==> config.mk <==
export PLATFORM = sky130hd
export DESIGN_NAME = multi_expression_pipe
export DESIGN_NICKNAME = d
export VERILOG_FILES = /design/src/rtl/multi_expression_pipe.sv
export SDC_FILE = /design/constraint.sdc
export NUM_CORES = 1
export LEC_CHECK = 0
export ABC_CLOCK_PERIOD_IN_PS = 12600
export CAP_MARGIN = 20
export CELL_PAD_IN_SITES_DETAIL_PLACEMENT = 1
export CELL_PAD_IN_SITES_GLOBAL_PLACEMENT = 1
export CORE_MARGIN = 4
export CORE_UTILIZATION = 36
export DETAILED_ROUTE_END_ITERATION = 8
export PLACE_DENSITY = 0.7
export SLEW_MARGIN = 40
export SYNTH_ARGS = -nofsm -noshare
export SYNTH_HDL_FRONTEND = slang
export SYNTH_SLANG_ARGS = --single-unit
==> constraint.sdc <==
create_clock -name clk -period 12.6 [get_ports clk]
set_input_delay 2.52 -clock clk [delete_from_list [all_inputs] [get_ports clk]]
set_output_delay 2.52 -clock clk [all_outputs]
set_load 0.02 [all_outputs]
==> src/rtl/multi_expression_pipe.sv <==
// Three-stage fixed-point gain/offset scaler: Q = sat(round(K * (D - OFFSET) / 2^FRAC)).
// Valid/ready pipeline with per-stage valid bits, backpressure-safe, sticky saturation flags.
module multi_expression_pipe #(
  parameter int DW     = 8,
  parameter int KW     = 10,
  parameter int FRAC   = 8,
  parameter int RW     = 8,
  parameter int OFFSET = 16
) (
  input  logic          clk,
  input  logic          rst_n,
  input  logic          in_valid,
  output logic          in_ready,
  input  logic [KW-1:0] K,
  input  logic [DW-1:0] D,
  output logic          q_valid,
  input  logic          q_ready,
  output logic [RW-1:0] Q,
  output logic          q_sat_hi,
  output logic          q_sat_lo,
  input  logic          err_clr,
  output logic          err_hi,
  output logic          err_lo
);

  localparam int PW = KW + DW + 1;
  localparam int SW = PW + 1;
  localparam logic [DW:0]          OFF_V = (DW+1)'(OFFSET);
  localparam logic signed [SW-1:0] HALF  = SW'(2**(FRAC-1));
  localparam logic signed [SW-1:0] QMAX  = SW'(2**RW - 1);

  // One guard bit above the product keeps the rounding add from overflowing.
  function automatic logic [RW+1:0] round_sat(input logic signed [PW-1:0] p);
    logic signed [SW-1:0] r;
    r = (SW'(p) + HALF) >>> FRAC;
    if (r < 0)         round_sat = {2'b01, {RW{1'b0}}};
    else if (r > QMAX) round_sat = {2'b10, {RW{1'b1}}};
    else               round_sat = {2'b00, r[RW-1:0]};
  endfunction

  logic                 vld_p0_q, vld_p1_q, vld_p2_q;
  logic signed [KW-1:0] k_p0_q;
  logic signed [DW:0]   doff_p0_q, doff_p0_d;
  logic signed [PW-1:0] prod_p1_q, prod_p1_d;
  logic [RW+1:0]        res_p2_d;
  logic [RW-1:0]        q_p2_q;
  logic                 hi_p2_q, lo_p2_q;
  logic                 err_hi_q, err_hi_d, err_lo_q, err_lo_d;
  logic                 en_p0, en_p1, en_p2, out_xfer;

  // A stage may load when empty or when its content leaves this cycle.
  assign en_p2    = !vld_p2_q | q_ready;
  assign en_p1    = !vld_p1_q | en_p2;
  assign en_p0    = !vld_p0_q | en_p1;
  assign in_ready = en_p0;
  assign out_xfer = vld_p2_q & q_ready;

  assign doff_p0_d = $signed({1'b0, D}) - $signed(OFF_V);
  assign prod_p1_d = PW'(k_p0_q) * PW'(doff_p0_q);
  assign res_p2_d  = round_sat(prod_p1_q);

  assign err_hi_d = (err_hi_q & !err_clr) | (out_xfer & hi_p2_q);
  assign err_lo_d = (err_lo_q & !err_clr) | (out_xfer & lo_p2_q);

  always_ff @(posedge clk) begin
    if (!rst_n) begin
      vld_p0_q <= 1'b0;
      vld_p1_q <= 1'b0;
      vld_p2_q <= 1'b0;
      q_p2_q   <= '0;
      hi_p2_q  <= 1'b0;
      lo_p2_q  <= 1'b0;
      err_hi_q <= 1'b0;
      err_lo_q <= 1'b0;
    end else begin
      if (en_p0) vld_p0_q <= in_valid;
      if (en_p1) vld_p1_q <= vld_p0_q;
      // S3: round/saturate boundary
      if (en_p2) begin
        vld_p2_q <= vld_p1_q;
        q_p2_q   <= res_p2_d[RW-1:0];
        hi_p2_q  <= res_p2_d[RW+1];
        lo_p2_q  <= res_p2_d[RW];
      end
      err_hi_q <= err_hi_d;
      err_lo_q <= err_lo_d;
    end
  end

  always_ff @(posedge clk) begin
    // S1: offset boundary
    if (en_p0) begin
      k_p0_q    <= $signed(K);
      doff_p0_q <= doff_p0_d;
    end
    // S2: multiply boundary
    if (en_p1) prod_p1_q <= prod_p1_d;
  end

  assign q_valid  = vld_p2_q;
  assign Q        = q_p2_q;
  assign q_sat_hi = hi_p2_q;
  assign q_sat_lo = lo_p2_q;
  assign err_hi   = err_hi_q;
  assign err_lo   = err_lo_q;

endmodule
==> results.md, run 1 <==
- Post CTS Setup Buffer Count: 0
- Min Tclk post-route: 6.83 ns
- Worst setup EP type: primary output
- Synth cell types: 44
- Initial Util: 36.9%
- Worst-Skew Late Latency: 0.29 ns
- Cts bufs inserted: 5
- Worst R2R Setup Slack: 7.09 ns
- Crit path kind: in -> out
- N_diodes: 0
- Number of port buffers: 36
- Number of hold violations in the final report: 0
- Detailed Place HPWL: 8.51 mm
- Die height: 124 um
- Die area: 0.0155 mm2
- TritonCTS clock tree: done
- Worst EP required: 10.08 ns
- Post-Syn Nets: 610
- Final setup TNS: 0 ns
- Tot GR Track Use: 13.5%
- FF+latch count, synth: 46
- Max_cap viols: 0
- Startpoint Class: primary input
- Cells after DPL: 672
- RSZ-0062 raised after global routing: false
- Met2 wire length: 5.22 mm
- FILL cells: 1536
- Worst reg2reg endpoint: prod_p1_q[15]$_DFFE_PP_
- Initial antenna violation count: 0
- Critical Path Start: q_ready
- Total gr overflow: 0
- Synthesis warning total: 0
- CTS H-tree depth: 2
- Slew Viols, Final: 0
- FP Rows: 42
- Synth Instances: 474
- Post-synth EDFFs: 31
- Critical Path AT: 4.31 ns
- Clk sinks: 46
- Min-Delay Path Class: reg -> reg
- CP Max Fanout: 21
- Post-DR wirelength/cell: 14.4 um
- Die width: 124 um
- Worst Tran Pin Value: 0.645 ns
- Vias in the first global route: 3760
- Hold_buf cts: 0
- Final setup fails: 0
- Mapped cell area: 0.00488 mm2
- Leak: 2.51 nW
- Syn Area/Cell: 10.3 um2
- PD cells: 230 mW/mm2
- Share of layout cells above drive strength 1: 3.97%
- Final worst path period share: 54.2%
- Top sig layer: met4
- Area added between synthesis and finish: 14.1%
- Via count: 3239
- Clock Skew: 0.00785 ns
- Drt total wl: 9.79 mm
- DR vias/cell: 4.76
- R2R cell count: 14
- Clock root buffer master: clkbuf_16
- # DRC: 0
- RR Startpoint: doff_p0_q[0]$_DFFE_PP_
- First-pass GRT wire length: 17.4 mm
- Slew headroom: 56.9%
- Routability cong.: 0.780
- Fmax: 146 MHz
- Met1 WL: 4.26 mm
- Worst-case clock buffer depth: 2
- Placed cell area: 0.00541 mm2
- Core Region: 0.0132 mm2
- Ports: 37
- Final Cell Area: 0.00558 mm2
- Multi-input combinational cell area: 0.00329 mm2
- Clk pin slew, worst setup/hold paths: 0.07 ns
- Sequential-to-total area share from yosys stat: 25.2%
- Met3 WL: 254 um
- Status: finished, final reports clean
- Largest net degree at the start of global routing: 22
- Non-Filler Instances: 680
- Layout Nets: 639
- Cts repair resizes: 0
- Asr flop ratio synth: 0%
- Total Power: 0.00128 W
- Antenna Violating Nets Remaining: 0
- Fin Hold WS: 0.477 ns
- End of the critical path: in_ready
- Top FF cell, synth: edfxtp_1
- Min-Delay Startpoint: q_sat_hi$_SDFFE_PN0P_
- FF/Latch Area: 0.00123 mm2
- Maximum vdd drop: 0.000114 V
- Initial DRC count: 118
- Initial DRT Pass Iterations: 4
layout make-up:
class | instances | area share (%)
clock buffers | 6 | 2.69
clock inverters | 2 | 0.247
inverters | 80 | 5.39
multi-input cells | 333 | 59.0
flip-flops and latches | 46 | 22.1
well taps | 176 | 3.95
repair buffers | 37 | 6.60
state kept, by name (all words and copies together), names as in the netlist, 8 cells and up:
name       flops
k_p0_q        10
doff_p0_q      9
prod_p1_q     12
Q              8
cell usage after synthesis (all sizes together) (2+ instances only):
cell type	n	area [um2]
a21boi	2	15.0
a21o	3	23.8
a21oi	10	50.1
a32oi	2	17.5
and2	39	249
buf	3	16.3
clkbuf	12	45.0
dfxtp	15	300
edfxtp	31	931
fa	76	1520
ha	37	463
inv	80	300
nand2	65	246
nand2b	4	25.0
nand3	7	35.0
nand4	2	12.5
nor2	16	60.1
nor2b	7	43.8
nor3	5	25.0
o211ai	9	67.6
o21a	2	15.0
o21ai	5	25.0
or4	2	18.8
xnor2	19	166
xor2	8	70.1
how the worst min path moves through the flow:
stage | to | slack [ns] | depth (start not counted)
global route | q_sat_hi$_SDFFE_PN0P_ | 0.51 | 2
global placement | Q[6]$_SDFFE_PN0P_ | 0.45 | 2
finish | q_sat_hi$_SDFFE_PN0P_ | 0.48 | 2
CTS | q_sat_hi$_SDFFE_PN0P_ | 0.49 | 2
floorplan | vld_p1_q$_SDFFE_PN0P_ | 0.46 | 2
detailed placement | q_sat_hi$_SDFFE_PN0P_ | 0.48 | 2
metrics by stage:
stage	setup WS, ns	util, %
final	5.77	42.1
after global placement	5.80	40.9
after floorplan	6.61	-
after global routing	5.61	42.1
after detailed placement	5.77	40.9
after CTS	5.75	42.1
critical path, stage by stage:
cell,delay [ns]
clkdlybuf4s50_1,0.45
nor2b_1,0.38
nand3_1,0.13
buf_4,0.24
clkdlybuf4s50_1,0.57
cell usage in the layout, fill, tap and decap left out, types with 4 or more instances in the layout:
cell / instances
nand3_1: 7
nand2b_1: 4
fa_1: 76
ha_1: 37
xor2_1: 8
edfxtp_1: 31
and2_2: 4
clkbuf_16: 6
inv_1: 80
o21ai_0: 5
nor2_1: 16
nor3_1: 5
nor2b_1: 7
dfxtp_1: 15
a21oi_1: 10
nand2_1: 64
clkdlybuf4s50_1: 36
and2_1: 35
o211ai_1: 9
xnor2_1: 19
layer usage:
layer  GRT usage, %  vias up
li1               -     1551
met1           16.3     1640
met2           25.5       40
met3           2.49        8
met4           1.93        0
met5              0        -
cell families (layout without fill, tap and decap cells):
group	Yosys count	in the layout	share of synthesized area, %
mux	1	1	0.231
simple gates	149	149	15.0
buf+inv	95	125	7.40
fa+ha+maj	113	113	40.6
flops	46	46	25.2
xor+xnor	27	27	4.84
compound gates	43	43	6.66
power breakdown:
group	switching, W	leakage (nW)	total, W	internal (W)
logic	0.000469	1.98	0.000863	0.000394
clock network	0.0000566	0.0824	0.000142	0.0000859
registers	0.0000364	0.454	0.000278	0.000242
Note: power is estimated with default switching activity, not from simulation.
==> run 2, diff against run 1 <==
Settings changed: ABC_CLOCK_PERIOD_IN_PS 12600 to 6600.
Clock period 12.6 ns to 6.6 ns, I/O delays scaled along.
==> results.md, run 2 (synthesized netlist as in run 1, its figures left out) <==
- Fmax: 185 MHz
- Layout Nets: 639
- Tot GR Track Use: 13.8%
- Critical Path AT: 5.46 ns
- N_diodes: 0
- CTS H-tree depth: 2
- Worst setup EP type: flop
- Slew Viols, Final: 0
- Worst EP required: 6.64 ns
- Cts bufs inserted: 5
- Top sig layer: met4
- Met1 WL: 4.37 mm
- Area added between synthesis and finish: 13.7%
- Max_cap viols: 0
- Startpoint Class: flop
- Clk pin slew, worst setup/hold paths: 0.06 ns
- PD cells: 434 mW/mm2
- Met2 wire length: 5.25 mm
- Cells after DPL: 672
- Vias in the first global route: 3716
- CP Max Fanout: 10
- Final setup fails: 0
- Detailed Place HPWL: 8.76 mm
- Post CTS Setup Buffer Count: 0
- Antenna Violating Nets Remaining: 0
- Post-DR wirelength/cell: 14.8 um
- Final worst path period share: 82.1%
- Initial antenna violation count: 0
- Min Tclk post-route: 5.42 ns
- Largest regs: prod_p1_q x12, k_p0_q x10, doff_p0_q x9
- Final setup TNS: 0 ns
- Maximum vdd drop: 0.000169 V
- Initial DRT Pass Iterations: 4
- Routability cong.: 0.822
- Worst-Skew Late Latency: 0.29 ns
- Largest net degree at the start of global routing: 22
- RSZ-0062 raised after global routing: false
- Final Util: 41.9%
- Commonest non-fill, non-tap cell in the layout: inv_1
- Die area: 0.0155 mm2
- Final WS setup: 1.18 ns
- # DRC: 0
- Number of port buffers: 36
- Cts repair resizes: 0
- Number of hold violations in the final report: 0
- Initial DRC count: 104
- FILL cells: 1495
- Worst Tran Pin Value: 0.633 ns
- DR vias/cell: 4.78
- Die width: 124 um
- Clk sinks: 46
- Biggest register: prod_p1_q
- Initial Util: 36.9%
- First-pass GRT wire length: 17.8 mm
- Min-Delay Path Class: reg -> reg
- Slew headroom: 57.7%
- Met3 WL: 319 um
- Hold_buf cts: 0
- Worst slack, placed: 1.13 ns
- Status: finished, final reports clean
- Drt total wl: 10.1 mm
- Ports: 37
- Worst-case clock buffer depth: 2
- Total gr overflow: 0
- TritonCTS clock tree: done
- FP Rows: 42
- Most frequent cells in the layout: inv_1, fa_1, nand2_1, ha_1, clkdlybuf4s50_1
- Largest register FFs: 12
- Clock root buffer master: clkbuf_16
- Leak: 2.50 nW
- Via count: 3250
- Core Region: 0.0132 mm2
- Share of layout cells above drive strength 1: 3.77%
- Crit path kind: reg -> reg
- Clock Skew: 0.00278 ns
- Die height: 124 um
- Non-Filler Instances: 680
[run 2: cell type report]
class                      count  area (um2)  area share, %
sequential                    46        1230           22.2
inverter                      80         300           5.41
tap                          176         220           3.96
clock buffer                   6         129           2.32
timing repair buffer          37         368           6.62
multi-input combinational    333        3290           59.3
clock inverter                 2        13.8          0.248
[run 2: worst paths after layout]
path / from / depth (start not counted) / slack (ns) / to
min: q_sat_hi$_SDFFE_PN0P_ / 2 / 0.47 / q_sat_hi$_SDFFE_PN0P_
min reg2reg: q_sat_hi$_SDFFE_PN0P_ / 2 / 0.47 / q_sat_hi$_SDFFE_PN0P_
max: doff_p0_q[0]$_DFFE_PP_ / 14 / 1.18 / prod_p1_q[15]$_DFFE_PP_
max reg2reg: doff_p0_q[0]$_DFFE_PP_ / 14 / 1.18 / prod_p1_q[15]$_DFFE_PP_
[run 2: power breakdown]
group | total (W) | leakage, nW | internal [W] | switching [W]
sequential | 0.000530 | 0.454 | 0.000462 | 0.0000681
combinational | 0.00164 | 1.98 | 0.000751 | 0.000886
clock | 0.000246 | 0.0708 | 0.000140 | 0.000105
total | 0.00241 | 2.50 | 0.00135 | 0.00106
[run 2: worst max-delay path: stages (launching register included)]
cell and delay, ns:
edfxtp_1 0.56, nand2_1 0.19, inv_1 0.10, fa_1 0.58
inv_1 0.17, fa_1 0.56, inv_1 0.05, fa_1 0.46
fa_1 0.49, ha_1 0.32, ha_1 0.36, a2111o_1 0.39
a211oi_1 0.44, a221oi_4 0.13, a311o_1 0.36
[run 2: layer usage]
layer | vias to the layer above | GRT usage [%]
li1 | 1549 | -
met1 | 1642 | 16.8
met2 | 50 | 25.5
met3 | 9 | 2.40
met4 | 0 | 2.84
met5 | - | 0
[run 2: through the flow]
stage                     total power [W]  hold WS (ns)  instance area (um2)
after floorplan                   0.00179         0.459                 4880
after global placement            0.00212         0.456                 5410
after detailed placement          0.00219         0.471                 5410
after CTS                         0.00246         0.483                 5550
after global routing              0.00273         0.499                 5550
final                             0.00241         0.472                 5550
